**src/rtl/joy_db15_tx.sv**
```systemverilog
// DB15 joystick responder: emulates the parallel-in/serial-out chain a DB15 reader polls.
// Two joystick words are captured while JOY_LOAD is low, then shifted out active-low on JOY_CLK rises.
module joy_db15_tx #(
  parameter int FRAME_BITS = 32,
  parameter int STABLE     = 2
) (
  input  logic        clk,
  input  logic        I_RESETn,
  input  logic [15:0] joystick1,
  input  logic [15:0] joystick2,
  input  logic        JOY_LOAD,
  input  logic        JOY_CLK,
  output logic        JOY_DATA,
  output logic        frame_done,
  output logic [5:0]  bit_cnt
);

  typedef enum logic [1:0] {IDLE, LOAD, SHIFT, DONE} state_t;

  state_t                  state, state_nxt;
  logic [1:0]              sync_p0, sync_p1, flt;
  logic [2:0]              flt_cnt [2];
  logic                    clk_f_d;
  logic                    load_f, clk_f, clk_rise;
  logic                    do_load, do_shift, cnt_inc, last_shift;
  logic [FRAME_BITS-1:0]   sr;
  logic [31:0]             word_all;

  assign load_f   = flt[0];
  assign clk_f    = flt[1];
  assign clk_rise = clk_f & ~clk_f_d;
  assign word_all = {~joystick2, ~joystick1};
  assign JOY_DATA = sr[0];

  // Pin synchronizers and glitch filters; bit 0 carries JOY_LOAD, bit 1 carries JOY_CLK.
  always_ff @(posedge clk or negedge I_RESETn) begin
    if (!I_RESETn) begin
      sync_p0    <= 2'b01;
      sync_p1    <= 2'b01;
      flt        <= 2'b01;
      flt_cnt[0] <= '0;
      flt_cnt[1] <= '0;
      clk_f_d    <= 1'b0;
    end else begin
      sync_p0 <= {JOY_CLK, JOY_LOAD};
      sync_p1 <= sync_p0;
      clk_f_d <= clk_f;
      for (int i = 0; i < 2; i++) begin
        if (sync_p1[i] == flt[i]) begin
          flt_cnt[i] <= '0;
        end else if (flt_cnt[i] + 3'd1 == 3'(STABLE)) begin
          flt[i]     <= sync_p1[i];
          flt_cnt[i] <= '0;
        end else begin
          flt_cnt[i] <= flt_cnt[i] + 3'd1;
        end
      end
    end
  end

  always_ff @(posedge clk or negedge I_RESETn) begin
    if (!I_RESETn) state <= IDLE;
    else           state <= state_nxt;
  end

  // A low filtered load always wins, including over a coincident shift edge.
  always_comb begin
    state_nxt  = state;
    do_load    = 1'b0;
    do_shift   = 1'b0;
    cnt_inc    = 1'b0;
    last_shift = 1'b0;
    if (!load_f) begin
      state_nxt = LOAD;
      do_load   = 1'b1;
    end else begin
      case (state)
        LOAD:  state_nxt = SHIFT;
        SHIFT: begin
          if (clk_rise) begin
            do_shift = 1'b1;
            cnt_inc  = 1'b1;
            if (bit_cnt == 6'(FRAME_BITS - 1)) begin
              last_shift = 1'b1;
              state_nxt  = DONE;
            end
          end
        end
        DONE:    do_shift = clk_rise;
        default: ;
      endcase
    end
  end

  // Shift chain: ones fill from the top so an overclocked host reads released buttons.
  always_ff @(posedge clk or negedge I_RESETn) begin
    if (!I_RESETn) begin
      sr         <= '1;
      bit_cnt    <= '0;
      frame_done <= 1'b0;
    end else begin
      frame_done <= last_shift;
      if (do_load) begin
        sr      <= word_all[FRAME_BITS-1:0];
        bit_cnt <= '0;
      end else if (do_shift) begin
        sr <= {1'b1, sr[FRAME_BITS-1:1]};
        if (cnt_inc) bit_cnt <= bit_cnt + 6'd1;
      end
    end
  end

endmodule
```
**config.mk**
```make
export PLATFORM = sky130hd
export DESIGN_NAME = joy_db15_tx
export DESIGN_NICKNAME = d
export VERILOG_FILES = /design/src/rtl/joy_db15_tx.sv
export SDC_FILE = /design/constraint.sdc
export NUM_CORES = 1
export LEC_CHECK = 0
export BUFFER_PORTS_ARGS = -buffer_cell sky130_fd_sc_hd__buf_2
export CAP_MARGIN = 20
export CELL_PAD_IN_SITES_DETAIL_PLACEMENT = 0
export CELL_PAD_IN_SITES_GLOBAL_PLACEMENT = 2
export CORE_ASPECT_RATIO = 0.7
export CORE_MARGIN = 2
export CORE_UTILIZATION = 37
export DETAILED_ROUTE_END_ITERATION = 16
export PLACE_DENSITY = 0.77
export REMOVE_ABC_BUFFERS = 1
export SLEW_MARGIN = 10
export SYNTH_ARGS = -nofsm -noshare
export SYNTH_HDL_FRONTEND = slang
export SYNTH_SLANG_ARGS = --single-unit
```
**constraint.sdc**
```tcl
create_clock -name clk -period 1.72 [get_ports clk]
set_input_delay 0.172 -clock clk [delete_from_list [all_inputs] [get_ports clk]]
set_output_delay 0.172 -clock clk [all_outputs]
set_load 0.005 [all_outputs]
```
After elaboration in Yosys (flattened, before gate mapping)
Cells that the tools add are included.
{"block": "word_totals", "mem_bits_ro": 0, "n_memories": 0, "input_bits": 36, "elab_cells": 59, "latch_bits": 0, "reg_bits": 54, "mem_bits_rw": 0}
{"block": "op_classes", "bitwise": 6, "n_mul": 0, "div_mod_pow": 0, "muxes": 22, "n_eq_ne": 13, "shifts": 0, "add_sub_neg": 3, "n_lt_le_gt_ge": 0, "n_reduce_logical": 4}
{"cell": "32-bit two-way mux", "count": 2}
{"cell": "16-bit NOT", "count": 2}
{"cell": "6-bit two-way mux", "count": 3}
{"cell": "3-bit two-way mux", "count": 4}
{"cell": "1-bit two-way mux", "count": 8}
{"cell": "3-bit by 1-bit adder with 3-bit output (second input constant)", "count": 2}
{"cell": "6-bit by 1-bit adder with 6-bit output (second input constant)", "count": 1}
{"cell": "3-bit by 2-bit == test with 1-bit output (second input constant)", "count": 2}
{"cell": "6-bit by 5-bit == test with 1-bit output (second input constant)", "count": 1}
{"cell": "2-bit two-way mux", "count": 3}
{"cell": "3-bit inequality test (second input constant)", "count": 2}
{"cell": "2-bit AND reduction", "count": 3}
{"cell": "2-bit == test (second input constant)", "count": 2}
{"cell": "2-bit by 1-bit inequality test with 1-bit output (second input constant)", "count": 2}
{"cell": "2-bit one-hot mux with 2 select lines", "count": 1}
{"cell": "3-bit by 1-bit inequality test with 1-bit output (second input constant)", "count": 1}
{"cell": "1-bit NOT", "count": 3}
{"cell": "3-bit AND reduction", "count": 1}
{"cell": "1-bit == test", "count": 2}
{"cell": "2-bit by 1-bit == test with 1-bit output (second input constant)", "count": 1}
{"cell": "1-bit one-hot mux with 2 select lines", "count": 1}
{"cell": "1-bit bitwise AND", "count": 1}

Longest topological paths before layout
Gate-level depths: netlist of the first run.
{"block": "logic_depth", "ltp_word": 8, "depth_mapped": 5, "depth_no_buf": 5}

Worst setup path before layout of the first run
No wires, ideal clock.
{"block": "synth_path", "path_kind": "register -> register", "from": "reg clk_f_d", "to": "reg bit_cnt[5]", "setup_time_ns": 0.078, "t_arrival_ns": 1.260, "synth_period_minus_slack_ns": 1.338, "setup_slack_ns": 0.382, "stages_incl_launch_ff": 4, "path_cell_list": "dfrtp_1 > nand4bb_4 > or4_1 > a21oi_1"}
{"block": "synth_between", "elab_chain_len": 7}
{"item": "start: declaration", "line_no": "23", "text": "logic clk_f_d;"}
{"item": "start signal: assignment", "line_no": "47", "text": "clk_f_d <= clk_f;"}
{"item": "1-bit NOT *", "line_no": "31", "text": "assign clk_rise = clk_f & ~clk_f_d;"}
{"item": "1-bit bitwise AND *", "line_no": "31"}
{"item": "1-bit two-way mux", "line_no": "80", "text": "if (clk_rise) begin"}
{"item": "1-bit one-hot mux with 2 select lines / 1-bit two-way mux (equally long branches)", "line_no": "77", "text": "case (state)"}
{"item": "1-bit two-way mux", "line_no": "73", "text": "if (!load_f) begin"}
{"item": "2-bit by 1-bit inequality test with 1-bit output (no line)"}
{"item": "2-bit AND reduction (no line) *"}
{"item": "end signal: assignment", "line_no": "108", "text": "if (cnt_inc) bit_cnt <= bit_cnt + 6'd1;"}
{"item": "end: declaration", "line_no": "15", "text": "output logic [5:0] bit_cnt"}
Mark *: on every way between the ends. The rest lies on a longest branch, timed or not.
A chain may end at the register's enable or synchronous reset.

Worst setup path after layout of the first run
{"block": "layout_path", "from": "reg flt[1]", "to": "reg bit_cnt[5]"}
{"block": "layout_between", "elab_chain_len": 6}
{"item": "start: declaration", "line_no": "21", "text": "logic [1:0] sync_p0, sync_p1, flt;"}
{"item": "start signal: indexed assignment", "line_no": "52", "text": "flt[i] <= sync_p1[i];"}
{"item": "1-bit bitwise AND *", "line_no": "31"}
{"item": "1-bit two-way mux", "line_no": "80"}
{"item": "1-bit one-hot mux with 2 select lines / 1-bit two-way mux (equally long branches)", "line_no": "77"}
{"item": "1-bit two-way mux", "line_no": "73"}
{"item": "2-bit by 1-bit inequality test with 1-bit output (no line)"}
{"item": "2-bit AND reduction (no line) *"}
Marked as above.

==> results.yml, run 1 <==
yosys:
  yosys_warnings: 0
  netlist_area_um2: 2470
  syn_inst: 187
  number_of_enable_flip_flop_cells_after_synthesis: 0
  seq_area_frac_synth: 0.565
  synthDistinctLibCells: 27
  synth-async-reset-ratio: 1.00
  syn_area_per_cell_um2: 13.2
  synth_ff_type: "dfstp_2"
  ys_ff_latch: 54
die:
  die_width_um: 102
  initial_core_util: 0.390
  fp.coreArea_um2: 6340
  floorplan.io_pins: 44
  die_height_um: 72.4
  dieArea_um2: 7360
  fp-row-count: 24
sta:
  maxSlewViolCount: 0
  timing.final.hold_violations: 0
  timing.clock.skew_ps: 5.89
  layout_min_cycle_time_ps: 1420
  final.period_utilization: 0.827
  rsz_0062_raised_after_global_routing: "false"
  final.setup.tns_ps: 0
  achievable-frequency_mhz: 703
  tightestPinTransition_ps: 285
  max-slew-margin-rel: 0.810
  postLayoutSetupSlackWorst_ps: 297
  hold_slack_ps: 17.5
  total_of_endpoints_with_negative_setup_slack_in_the_final_report: 0
pwr:
  pwr-share-seq: 0.528
  irDropWorstVdd_mv: 0.518
  p_leak_nw: 1.62
  sw_frac_of_total: 0.305
  power_per_cell_area_nw_per_um2: 1360
  power_frac_comb: 0.319
  total_switching_power_mw: 1.33
  pwr-share-clk: 0.153
  report.power.total_mw: 4.37
  p_int_mw: 3.03
clock_network:
  tritoncts_num_sinks: 54
  post-cts-setup-buffers: 0
  clk_latency_ps: 300
  htree_num_levels: 2
  clkSlewWorstSetupHoldPaths_ps: 90
  clockBufferDepth: 2
  clockRootBuffer: "clkbuf_8"
  cts.hold.buffers_added: 30
  cts_tree: "done"
  ctsResizeCount: 0
  cts-buffers-inserted: 5
worst_setup_path:
  crit_path_start: "flt[1]"
  setup.worst_path.start_class: "flop"
  endpoint_kind_of_the_worst_setup_timing_path: "flop"
  critical_path.reg2reg.startpoint: "flt[1]"
  setup.worst_path.class: "reg2reg"
  cp.arrival_ps: 1650
  worstPathRequired_ps: 1950
  crit_path_max_fanout: 8
place:
  place_area_um2: 2820
  gp_routability_congestion: 0.675
  io_buffers: 43
  place.detailed.hpwl_um: 2810
  dp_slack_ps: 289
cells_and_area:
  fin_area_um2: 3210
  final_cell_mix: "mux2i_1, buf_2, dfstp_2, dlygate4sd3_1, dfrtp_1"
  area.sequential_um2: 1400
  mostFrequentLayoutCell: "mux2i_1"
  layout-drive-gt1-share: 0.343
  antenna_cells: 0
  layout-area-overhead-vs-synth_pct: 30.1
  num-nets-final: 305
  multi_input_area_um2: 995
  nFillCells: 580
grt:
  gr-max-usage-layer: "met2"
  pin_count_of_the_biggest_net_entering_global_routing: 55
  global_route_wire_length_before_repair_um: 7600
  global_route.usage.met1: 0.188
  grt_util_met2: 0.197
  groute.layer.met3.usage: 0.0376
  first_global_vias: 1662
  total_congestion_overflow: 0
  antenna_found_initial: 0
  overall_fraction_of_global_route_tracks_in_use: 0.132
route:
  drt-total-wl_um: 4330
  first_iter_violations: 36
  detail_route.first_pass.iterations: 4
  route.detailed.drc: 0
  via_per_inst: 4.52
  final_antenna_net_count: 0
  via_count: 1609
  routed_len_inst_um: 12.2
worst_hold_path:
  worst_hold_path_type: "in2reg"
  min_from: "joystick2[9]"
run:
  max_cap_violations: 0
outcome:
  status: "finished clean"
cells by family after synthesis:
kind of cell,after synthesis,share of synthesized area
fa+ha+maj,5,0.0253
flops,54,0.565
simple gates,26,0.0664
buf+inv,18,0.0324
mux,63,0.255
xor+xnor,5,0.0177
compound gates,16,0.0380
area by class of cell:
type                            instances  share of cell area
Clock buffer                            8              0.0249
Inverter                               10              0.0117
Multi-Input combinational cell        115               0.309
Sequential cell                        54               0.434
Tap cell                               91              0.0354
Timing Repair Buffer                   78               0.185
critical path, cell delays in order, from the launching register on:
cell and delay [ps]:
dfrtp_1 510, nand4bb_4 180, or4_1 520, a21oi_1 140
power by group through the flow:
stage | registers [mW] | logic (mW) | clock network [mW]
2_1_floorplan | 2.36 | 0.946 | 0
3_3_place_gp | 2.33 | 1.35 | 0
3_5_place_dp | 2.34 | 1.36 | 0
4_1_cts | 2.32 | 1.41 | 0.723
5_1_grt | 2.40 | 1.57 | 0.763
6_report | 2.31 | 1.39 | 0.668
state kept, by name, indices dropped and copies added, names as in the netlist:
register    flops
sync_p0         2
state           2
frame_done      1
sr             32
flt             2
flt_cnt         6
sync_p1         2
clk_f_d         1
bit_cnt         6
Yosys cell counts, types with 3 or more instances:
| master | instances | area [um2] |
|---|---|---|
| dfrtp_1 | 19 | 475 |
| o21ai_0 | 7 | 35.0 |
| o31ai_1 | 3 | 22.5 |
| nor2_1 | 8 | 30.0 |
| inv_1 | 10 | 37.5 |
| mux2i_1 | 63 | 631 |
| a21oi_1 | 4 | 20.0 |
| xor2_1 | 4 | 35.0 |
| nand2_1 | 5 | 18.8 |
| ha_1 | 5 | 62.6 |
| buf_2 | 7 | 35.0 |
| dfstp_2 | 35 | 920 |
per-stage QoR:
step	util	std cells
3_5_place_dp	0.446	317
3_3_place_gp	0.446	317
5_1_grt	0.507	356
6_report	0.507	356
2_1_floorplan	-	179
4_1_cts	0.506	355
worst paths after layout:
path / slack, ps / depth (start not counted) / endpoint
min in group asynchronous: 380 / 3 / sync_p0[1]
max in group asynchronous: 1030 / 3 / sr[10]
setup / recovery: 300 / 3 / bit_cnt[5]
setup reg to reg: 300 / 3 / bit_cnt[5]
hold reg to reg: 350 / 0 / sync_p1[1]
hold / removal: 20 / 2 / sr[25]
routing by layer:
layer	routed length, um	vias to the layer above	part of all wire
met1	2190	766	0.51
met2	1920	29	0.44
met3	173	5	0.040
met5	0	-	0
met4	42	0	0.0097
li1	-	809	-
(Power assumes the default switching activity.)
==> run 2, diff against run 1 <==
clock period = 1.35 ns   (was 1.72 ns; I/O delays follow)
==> results.yml, run 2 (synthesis results as in run 1) <==
die:
  dieArea_um2: 7360
  initial_core_util: 0.390
  fp.coreArea_um2: 6340
  die_height_um: 72.4
  fp-row-count: 24
  floorplan.io_pins: 44
  die_width_um: 102
place:
  dp_cells: 325
  place.detailed.hpwl_um: 2830
  gp_routability_congestion: 0.732
  io_buffers: 43
  dp_slack_ps: -22.6
  place_area_um2: 2880
cells_and_area:
  nFillCells: 557
  finish.cell_count_without_fillers: 373
  multi_input_area_um2: 1010
  antenna_cells: 0
  layout-area-overhead-vs-synth_pct: 39.3
  final_cell_mix: "mux2i_1, buf_2, dfstp_2, dlygate4sd3_1, dfrtp_1"
  layout-drive-gt1-share: 0.390
  area.sequential_um2: 1400
  top_regs: "sr x32, bit_cnt x6, flt_cnt x6"
  num-nets-final: 322
  regMostFlops: "sr"
  largest_register_ffs: 32
  fin_area_um2: 3440
  mostFrequentLayoutCell: "mux2i_1"
  final_core_util: 0.543
clock_network:
  cts-buffers-inserted: 5
  clockRootBuffer: "clkbuf_8"
  clk_latency_ps: 300
  tritoncts_num_sinks: 54
  htree_num_levels: 2
  cts_tree: "done"
  clkSlewWorstSetupHoldPaths_ps: 90
  clockBufferDepth: 2
route:
  via_per_inst: 4.44
  via_count: 1655
  routed_len_inst_um: 12.6
  route.detailed.drc: 0
  final_antenna_net_count: 0
  detail_route.first_pass.iterations: 4
  drt-total-wl_um: 4720
  first_iter_violations: 47
worst_setup_path:
  critPathTopFamily: "buffers and inverters"
  cp.arrival_ps: 1590
  worst_path_largest_cell_delay_ps: 400
  timing.critical_path.slowest_stage_cell: "dfrtp_1"
  cp_num_buf_inv: 3
  timing.critical_path.cells: "buf_6, nand3b_1, buf_6, buf_12, mux2i_1, mux2i_1"
  crit_path_max_fanout: 8
  setup.worst_path.class: "reg2reg"
  worstPathRequired_ps: 1570
  reg2reg_slack_ps: -10
  setup.worst_path.start_class: "flop"
  endpoint_kind_of_the_worst_setup_timing_path: "flop"
outcome:
  status: "finished, violations left"
  failed_checks: "setup timing"
grt:
  pin_count_of_the_biggest_net_entering_global_routing: 55
  antenna_found_initial: 0
  global_route_wire_length_before_repair_um: 7490
  first_global_vias: 1625
  overall_fraction_of_global_route_tracks_in_use: 0.131
  total_congestion_overflow: 0
sta:
  final.period_utilization: 1.01
  timing.clock.skew_ps: 5.27
  tightestPinTransition_ps: 312
  max-slew-margin-rel: 0.792
  postLayoutSetupSlackWorst_ps: -12.2
  total_of_endpoints_with_negative_setup_slack_in_the_final_report: 4
  rsz_0062_raised_after_global_routing: "true"
  achievable-frequency_mhz: 734
  timing.final.hold_violations: 0
  layout_min_cycle_time_ps: 1360
  maxSlewViolCount: 0
worst_hold_path:
  worst_hold_path_type: "in2async"
pwr:
  p_int_mw: 4.18
  power_per_cell_area_nw_per_um2: 1730
  report.power.total_mw: 5.96
  pwr-share-seq: 0.483
  power_frac_comb: 0.343
  irDropWorstVdd_mv: 0.737
  p_leak_nw: 1.73
  pwr-share-clk: 0.174
  total_switching_power_mw: 1.78
  sw_frac_of_total: 0.299
run:
  max_cap_violations: 0
## run 2: cell count changes in the layout (fill, tap and decap cells not counted), moves of 2 or more
cell           previous run  this run
a21oi_2                   0         2
buf_4                     1        10
dlygate4sd3_1            31        35
clkbuf_16                 0         3
clkbuf_1                  3         1
buf_6                     0         2
a21oi_1                   4         2
## run 2: layer usage
| metal | track usage | wire (um) | vias to the layer above |
|---|---|---|---|
| li1 | - | - | 846 |
| met1 | 0.181 | 2390 | 771 |
| met2 | 0.199 | 2070 | 31 |
| met3 | 0.0376 | 204 | 7 |
| met4 | 0.0450 | 44 | 0 |
| met5 | 0 | 0 | - |
## run 2: through the flow
| stage | setup TNS, ps | hold WS (ps) |
|---|---|---|
| finish | -32.6 | 334 |
| detailed placement | -22.6 | 154 |
| floorplan | -27070 | -161 |
| CTS | -12.8 | 349 |
| global route | -2050 | 368 |
| global placement | 0 | 148 |
## run 2: final cells by class
class	count	share of cell area
inverters	10	0.0109
flip-flops and latches	54	0.406
repair buffers	95	0.225
well taps	91	0.0331
multi-input cells	115	0.293
clock buffers	8	0.0324
## run 2: final timing paths
| check | start | end | depth (start not counted) |
|---|---|---|---|
| max in group asynchronous | I_RESETn | flt[0] | 3 |
| worst max-delay path | clk_f_d | sr[9] | 6 |
| worst min-delay path | I_RESETn | sync_p1[1] | 3 |
| worst max register to register | clk_f_d | sr[9] | 6 |
| worst min register to register | sync_p0[1] | sync_p1[1] | 0 |
| min in group clk | sync_p0[1] | sync_p1[1] | 0 |
## run 2: power groups by stage
stage | sequential (mW) | clock, mW | combinational, mW
3_5_place_dp | 2.92 | 0 | 1.86
3_3_place_gp | 2.91 | 0 | 1.85
5_1_grt | 2.98 | 1.17 | 2.27
4_1_cts | 2.89 | 1.09 | 1.96
2_1_floorplan | 3.00 | 0 | 1.20
6_report | 2.88 | 1.04 | 2.04
## run 2: tightest hold or removal path: cells and delay by family
kind     cells  cell delay (ps)
buf+inv      3              890
## run 2: repair_timing
item	CTS	global route
endpoints found under the setup margin	2	25
hold buffers	35	0
gates cloned	0	2
hold endpoints to repair	53	0
pin swaps	3	2
gates resized for setup	1	7
buffers inserted	0	3
==> run 3, diff against run 2 <==
RECOVER_POWER = 50   (was default)
==> results.yml, run 3 (synthesis results as in run 1) <==
worst_hold_path:
  worst_hold_path_type: "reg2reg"
  min_from: "sync_p0[1]"
route:
  final_antenna_net_count: 0
  route.detailed.drc: 0
  detail_route.first_pass.iterations: 4
  via_count: 1655
  drt-total-wl_um: 4720
  routed_len_inst_um: 12.6
  first_iter_violations: 47
  via_per_inst: 4.44
pwr:
  power_per_cell_area_nw_per_um2: 1740
  report.power.total_mw: 5.95
  irDropWorstVdd_mv: 0.737
  p_leak_nw: 1.73
clock_network:
  cts-buffers-inserted: 5
  clk_latency_ps: 300
  htree_num_levels: 2
  clockBufferDepth: 2
  clkSlewWorstSetupHoldPaths_ps: 90
  cts_tree: "done"
  tritoncts_num_sinks: 54
  clockRootBuffer: "clkbuf_8"
place:
  place.detailed.hpwl_um: 2830
  io_buffers: 43
  gp_routability_congestion: 0.732
  place_area_um2: 2880
sta:
  final.setup.tns_ps: -32.6
  hold_slack_ps: 354
  max-slew-margin-rel: 0.521
  layout_min_cycle_time_ps: 1360
  total_of_endpoints_with_negative_setup_slack_in_the_final_report: 4
  timing.clock.skew_ps: 5.27
  tightestPinTransition_ps: 718
  final.period_utilization: 1.01
  achievable-frequency_mhz: 734
  rsz_0062_raised_after_global_routing: "true"
  maxSlewViolCount: 0
  timing.final.hold_violations: 0
  postLayoutSetupSlackWorst_ps: -12.2
cells_and_area:
  nFillCells: 559
  layout-drive-gt1-share: 0.390
  top_regs: "sr x32, bit_cnt x6, flt_cnt x6"
  largest_register_ffs: 32
  num-nets-final: 322
  antenna_cells: 0
  mostFrequentLayoutCell: "mux2i_1"
  final_cell_mix: "mux2i_1, buf_2, dfstp_2, dlygate4sd3_1, dfrtp_1"
  regMostFlops: "sr"
  layout-area-overhead-vs-synth_pct: 38.8
  fin_area_um2: 3430
  final_core_util: 0.541
worst_setup_path:
  crit_path_max_fanout: 8
  endpoint_kind_of_the_worst_setup_timing_path: "flop"
  critical_path.reg2reg.startpoint: "clk_f_d"
  setup.worst_path.class: "reg2reg"
  worstPathRequired_ps: 1570
  setup.worst_path.start_class: "flop"
  cp.arrival_ps: 1590
  crit_path_start: "clk_f_d"
die:
  fp-row-count: 24
  die_width_um: 102
  initial_core_util: 0.390
  floorplan.io_pins: 44
  die_height_um: 72.4
  fp.coreArea_um2: 6340
  dieArea_um2: 7360
grt:
  overall_fraction_of_global_route_tracks_in_use: 0.131
  global_route_wire_length_before_repair_um: 7490
  antenna_found_initial: 0
  total_congestion_overflow: 0
  gr-max-usage-layer: "met2"
  groute.layer.met3.usage: 0.0376
  first_global_vias: 1625
  global_route.usage.met1: 0.181
  pin_count_of_the_biggest_net_entering_global_routing: 55
  grt_util_met2: 0.199
outcome:
  status: "finished, violations left"
  failed_checks: "setup timing"
run:
  max_cap_violations: 0
## run 3: changes by cell type in the layout (fill, tap and decap cells not counted), sizes merged
| cell | change |
|---|---|
| clkbuf | +1 |
| buf | -1 |
## run 3: cell type report
class                           count  area [um2]  share of cell area
Tap cell                           91         114              0.0332
Sequential cell                    54        1400               0.407
Clock buffer                        8         111              0.0325
Multi-Input combinational cell    115        1010               0.294
Inverter                           10        37.5              0.0110
Timing Repair Buffer               95         761               0.222
## run 3: worst paths after layout
path,to,slack (ps),cells after the start
min reg2reg,sync_p1[1],350,0
min,sync_p1[1],350,0
max reg2reg,sr[9],-10,6
max,sr[9],-10,6
max in group asynchronous,bit_cnt[5],350,3
min in group asynchronous,sync_p1[1],510,3
## run 3: per-layer routing
layer / part of all wire / up-vias
met3: 0.043 / 7
met5: 0 / -
li1: - / 846
met4: 0.0093 / 0
met1: 0.51 / 771
met2: 0.44 / 31
## run 3: power by group
| group | internal [mW] | switching (mW) |
|---|---|---|
| combinational | 1.12 | 0.920 |
| clock | 0.531 | 0.506 |
| sequential | 2.53 | 0.355 |
## run 3: what timing repair did
item,4_1_cts,5_1_grt
hold endpoints to repair,53,0
pin swaps,3,2
setup buffers,0,3
cloned,0,2
resized for setup,1,7
setup endpoints to repair,2,25
hold buffers,35,0
## run 3: stage by stage
stage | setup slack, ps | std cells
after global placement | 0.477 | 325
after floorplan | -793 | 179
final | -12.2 | 373
after CTS | -12.8 | 368
after global routing | -114 | 373
after detailed placement | -22.6 | 325
## run 3: worst max-delay path, stage by stage, from the launching register on
cell and delay (ps):
dfrtp_1 400, buf_6 120, nand3b_1 160, buf_6 150
buf_12 140, mux2i_1 120, mux2i_1 190
